**config.mk**
```make
export PLATFORM = sky130hd
export DESIGN_NAME = keccak_pad_stream
export DESIGN_NICKNAME = d
export VERILOG_FILES = /design/src/rtl/keccak_pad_stream_pkg.sv /design/src/rtl/keccak_pad_stream_lane.sv /design/src/rtl/keccak_pad_stream.sv
export SDC_FILE = /design/constraint.sdc
export NUM_CORES = 1
export LEC_CHECK = 0
export BUFFER_PORTS_ARGS = -buffer_cell sky130_fd_sc_hd__buf_2
export CORE_ASPECT_RATIO = 1.75
export CORE_MARGIN = 2
export CORE_UTILIZATION = 40
export CTS_CLUSTER_DIAMETER = 40
export DETAILED_ROUTE_END_ITERATION = 7
export PLACE_DENSITY_LB_ADDON = 0.25
export SLEW_MARGIN = 40
export SYNTH_ARGS = -nofsm -noshare
export SYNTH_HDL_FRONTEND = slang
export SYNTH_HIERARCHICAL = 1
export SYNTH_SLANG_ARGS = --single-unit
```
**constraint.sdc**
```tcl
create_clock -name clk -period 5.11 [get_ports clk]
set_input_delay 0.511 -clock clk [delete_from_list [all_inputs] [get_ports clk]]
set_output_delay 0.511 -clock clk [all_outputs]
set_load 0.05 [all_outputs]
```
**src/rtl/keccak_pad_stream_pkg.sv**
```systemverilog
// keccak_pad_stream_pkg: mode encodings, rate table and pad byte constants
// shared by the Keccak stream padder and its byte-lane padder.
package keccak_pad_stream_pkg;

    typedef enum logic [1:0] {
        MODE_SHA3_256 = 2'b00,
        MODE_SHA3_512 = 2'b01,
        MODE_SHAKE128 = 2'b10,
        MODE_SHAKE256 = 2'b11
    } mode_t;

    typedef enum logic [1:0] {
        S_IDLE,
        S_DATA,
        S_PAD,
        S_DONE
    } state_t;

    localparam logic [7:0] DOM_SHA3  = 8'h06;
    localparam logic [7:0] DOM_SHAKE = 8'h1F;
    localparam logic [7:0] PAD_FINAL = 8'h80;

    function automatic int rate_bytes(input logic [1:0] mode);
        return (mode == MODE_SHA3_512) ? 72 : (mode == MODE_SHAKE128) ? 168 : 136;
    endfunction

    function automatic logic [7:0] domain_byte(input logic [1:0] mode);
        return mode[1] ? DOM_SHAKE : DOM_SHA3;
    endfunction

endpackage

```
**src/rtl/keccak_pad_stream_lane.sv**
```systemverilog
// keccak_pad_stream_lane: combinational per-word padder; keeps the leading run of valid
// bytes, drops the domain byte into the first invalid lane and ORs the final pad bit on top.
module keccak_pad_stream_lane
    import keccak_pad_stream_pkg::*;
#(
    parameter int W = 64
) (
    input  logic [W-1:0]   data,
    input  logic [W/8-1:0] keep,
    input  logic           first_pad,
    input  logic           block_end,
    input  logic [1:0]     mode,
    output logic [W-1:0]   word
);

    localparam int B = W / 8;

    logic run;
    logic hit;

    // A hole in keep ends the message: every byte above the first zero is padding.
    always_comb begin
        run  = 1'b1;
        hit  = 1'b0;
        word = '0;
        for (int i = 0; i < B; i++) begin
            hit = run & ~keep[i];
            run = run & keep[i];
            word[8*i +: 8] = run ? data[8*i +: 8] : (hit & first_pad) ? domain_byte(mode) : 8'h00;
        end
        word[W-1 -: 8] = word[W-1 -: 8] | (block_end ? PAD_FINAL : 8'h00);
    end

endmodule

```
**src/rtl/keccak_pad_stream.sv**
```systemverilog
// keccak_pad_stream: byte-granular message stream to W-bit absorb words with SHA3/SHAKE
// pad10*1, tracking rate-block boundaries and emitting trailing pad words on its own.
module keccak_pad_stream
    import keccak_pad_stream_pkg::*;
#(
    parameter int W     = 64,
    parameter int CNT_W = 8
) (
    input  logic           clk,
    input  logic           rst,
    input  logic [1:0]     mode,
    input  logic [W-1:0]   in_data,
    input  logic [W/8-1:0] in_keep,
    input  logic           in_last,
    input  logic           in_valid,
    output logic           in_ready,
    output logic [W-1:0]   out_data,
    output logic           out_valid,
    input  logic           out_ready,
    output logic           out_block_last,
    output logic           out_msg_last,
    output logic           busy
);

    localparam int B = W / 8;

    state_t         state, state_n;
    logic [1:0]     mode_q, cur_mode;
    logic [CNT_W-1:0] wcnt, rate_last;
    logic           dom_pend, dom_pend_n;
    logic           load, accept, fresh, at_end, partial;
    logic           do_load, msg_last_n, lane_first, lane_end;
    logic [W-1:0]   lane_data, padded;
    logic [B-1:0]   lane_keep;

    assign load      = ~out_valid | out_ready;
    assign in_ready  = (state != S_PAD) & load;
    assign accept    = in_valid & in_ready;
    // DONE behaves like IDLE for a new first word, since that word can only enter as msg_last leaves.
    assign fresh     = (state == S_IDLE) | (state == S_DONE);
    assign cur_mode  = fresh ? mode : mode_q;
    assign rate_last = CNT_W'(rate_bytes(cur_mode) / B - 1);
    assign at_end    = wcnt == rate_last;
    assign partial   = ~&in_keep;
    assign busy      = state != S_IDLE;

    keccak_pad_stream_lane #(.W(W)) u_lane (
        .data      (lane_data),
        .keep      (lane_keep),
        .first_pad (lane_first),
        .block_end (lane_end),
        .mode      (cur_mode),
        .word      (padded)
    );

    always_comb begin
        state_n    = state;
        dom_pend_n = dom_pend;
        do_load    = 1'b0;
        msg_last_n = 1'b0;
        lane_data  = '0;
        lane_keep  = '0;
        lane_first = dom_pend;
        lane_end   = at_end;
        if (state == S_PAD) begin
            if (load) begin
                do_load    = 1'b1;
                msg_last_n = at_end;
                dom_pend_n = 1'b0;
                state_n    = at_end ? S_DONE : S_PAD;
            end
        end else if (accept) begin
            do_load    = 1'b1;
            lane_data  = in_data;
            lane_keep  = in_last ? in_keep : '1;
            lane_first = 1'b1;
            // A full final word leaves the domain byte (and possibly a whole block) to PAD.
            lane_end   = in_last & partial & at_end;
            msg_last_n = lane_end;
            dom_pend_n = in_last & ~partial;
            state_n    = !in_last ? S_DATA : lane_end ? S_DONE : S_PAD;
        end else if (state == S_DONE && out_ready) begin
            state_n = S_IDLE;
        end
    end

    always_ff @(posedge clk) begin
        if (rst) begin
            state          <= S_IDLE;
            wcnt           <= '0;
            dom_pend       <= 1'b0;
            mode_q         <= '0;
            out_valid      <= 1'b0;
            out_data       <= '0;
            out_block_last <= 1'b0;
            out_msg_last   <= 1'b0;
        end else begin
            state    <= state_n;
            dom_pend <= dom_pend_n;
            if (accept && fresh) mode_q <= mode;
            if (do_load) begin
                out_valid      <= 1'b1;
                out_data       <= padded;
                out_block_last <= at_end;
                out_msg_last   <= msg_last_n;
                wcnt           <= at_end ? '0 : wcnt + 1'b1;
            end else if (out_ready) begin
                out_valid <= 1'b0;
            end
        end
    end

endmodule
```
==> impl_metrics.toml <==
[run_status]
status = "complete, no violations"

[route]
via_per_inst = 5.20
routed_wl_um = 13100
drtPass1Iterations = 4
ant_nets = 0
vias = 4577
wl_per_cell_um = 14.9
drt_drc_violations_left = 0
drt_iter0_drc = 260

[setup_path]
worstPathArrival_ps = 3520
crit_slowest_cell = "a21oi_1"
cp_num_buf_inv = 2
cp_cell_sequence = "inv_1, ha_1, inv_1, nand3_1, a21oi_1, nand2_1, a2111oi_1, nand2_1, a21oi_1"
critPathKind = "reg2reg"
worst_setup_path_end_kind = "register"
worstPathRequired_ps = 5370
startpoint_type = "register"
slowest_delay_ps = 740
cp_max_fo = 16
cp_top_family = "compound AO/OA/AOI/OAI gates"

[cts]
clkLatencyLatePin_ps = 340
cts_tree = "done"
cts_hold_buf = 0
path_clk_slew_ps = 60
cts_resized = 0
cts_sinks = 80
cts_max_level = 3
cts_inserted_buffers = 9
clockBufferDepth = 2
cts_setup_buffers = 0
clockRootBuffer = "clkbuf_16"

[placement]
dpl_cell_area_mm2 = 0.00520
gp_congestion = 0.778
place_hpwl_um = 9050
numPortBuffers = 147

[finish]
diodes = 0
layout_commonest_cell = "nand2_1"
fillers = 1136
fin_area_mm2 = 0.00552
layout_common_cells = "nand2_1, buf_2, a21oi_1"
drive_gt1_share_pct = 24.1
nNetsFinal = 830
area_growth_pct = 24.3

[floorplan]
rows = 50
die_h_um = 143
start_util_pct = 41.3
io_pins = 148
design.core.area_mm2 = 0.0108
die_area_mm2 = 0.0120
die_w_um = 83.6

[hold_path]
hp-class = "reg2reg"

[sta]
finalSetupViolCount = 0
finalCritPeriodShare_pct = 63.8
fmax_mhz = 307
slew_viol_final = 0
worstMarginPinSlew_ps = 813
grt_setup_unrepaired = "no"
setup_tns_ps = 0
relSlewSlack_pct = 45.7
finalClockSkew_ps = 4.90
finalHoldViolCount = 0
period_needed_ps = 3260

[global_route]
met2_usage_pct = 38.0
grt_use_met1_pct = 24.5
grt_pass1_wl_um = 20700
grt_busiest_layer = "met2"
overflow = 0
grtUsageMet3_pct = 3.85
grt_max_degree = 81
antenna_found_initial = 0
grt_pass1_vias = 4377
grt_usage_pct = 21.3

[flow_run]
cap_viol_max_count = 0

[synthesis]
syn_nets = 717
synthCells = 633
syn-cell-area_mm2 = 0.00444
yosys_warnings = 6
synth.avg_cell_area_um2 = 7.01

[power]
vdd_drop_max_v = 0.000180
powerDensity_mw_per_mm2 = 294
p_leak_uw = 0.00228
## final timing paths
| path | start | to | slack [ps] | depth (start not counted) |
|---|---|---|---|---|
| setup / recovery | state[0]$_SDFFE_PP0P_ | out_data[56]$_SDFFE_PP0P_ | 1850 | 9 |
| hold / removal | out_data[11]$_SDFFE_PP0P_ | out_data[11]$_SDFFE_PP0P_ | 450 | 2 |
| setup reg to reg | state[0]$_SDFFE_PP0P_ | out_data[56]$_SDFFE_PP0P_ | 1850 | 9 |
| hold reg to reg | out_data[11]$_SDFFE_PP0P_ | out_data[11]$_SDFFE_PP0P_ | 450 | 2 |
## flip-flops by register name, indices dropped and copies added (netlist names)
| name | count |
|---|---|
| out_valid | 1 |
| mode_q | 2 |
| out_block_last | 1 |
| state | 2 |
| out_msg_last | 1 |
| dom_pend | 1 |
| wcnt | 8 |
| out_data | 64 |
## power breakdown
group | internal (uW) | switching [uW] | total, uW
Clock | 404 | 255 | 659
Combinational | 103 | 216 | 319
Sequential | 635 | 8.60 | 644
Total | 1140 | 480 | 1620
## worst register-to-register path: cells and delay by family (launching register included)
kind / cells / cell delay, ps
AOI/OAI and AO/OA: 3 / 1300
and+or+nand+nor: 3 / 1030
adders and majority gates: 1 / 310
buffers and inverters: 2 / 190
DFF: 1 / 360
## final cells by class
| class | count | area, um2 | share of cell area [%] |
|---|---|---|---|
| inverters | 26 | 97.6 | 1.77 |
| well taps | 130 | 163 | 2.95 |
| repair buffers | 153 | 805 | 14.6 |
| multi-input cells | 476 | 2550 | 46.2 |
| flip-flops and latches | 80 | 1600 | 29.0 |
| clock buffers | 13 | 260 | 4.72 |
| clock inverters | 3 | 40.0 | 0.726 |
## metal layers
metal,wire [um],part of all wire (%)
met1,5290,40
met2,6920,53
met3,588,4.5
met4,342,2.6
met5,0,0
## through the flow
step | setup WS [ps] | power [uW] | cells | util, % | hold WS [ps]
floorplan | 2860 | 879 | 633 | - | 445
global placement | 1960 | 961 | 864 | 48.0 | 441
detailed placement | 1750 | 975 | 865 | 48.4 | 447
CTS | 1750 | 1640 | 881 | 51.2 | 442
global route | 1540 | 1690 | 881 | 51.3 | 467
finish | 1850 | 1620 | 881 | 51.3 | 452
(Power assumes the default switching activity.)
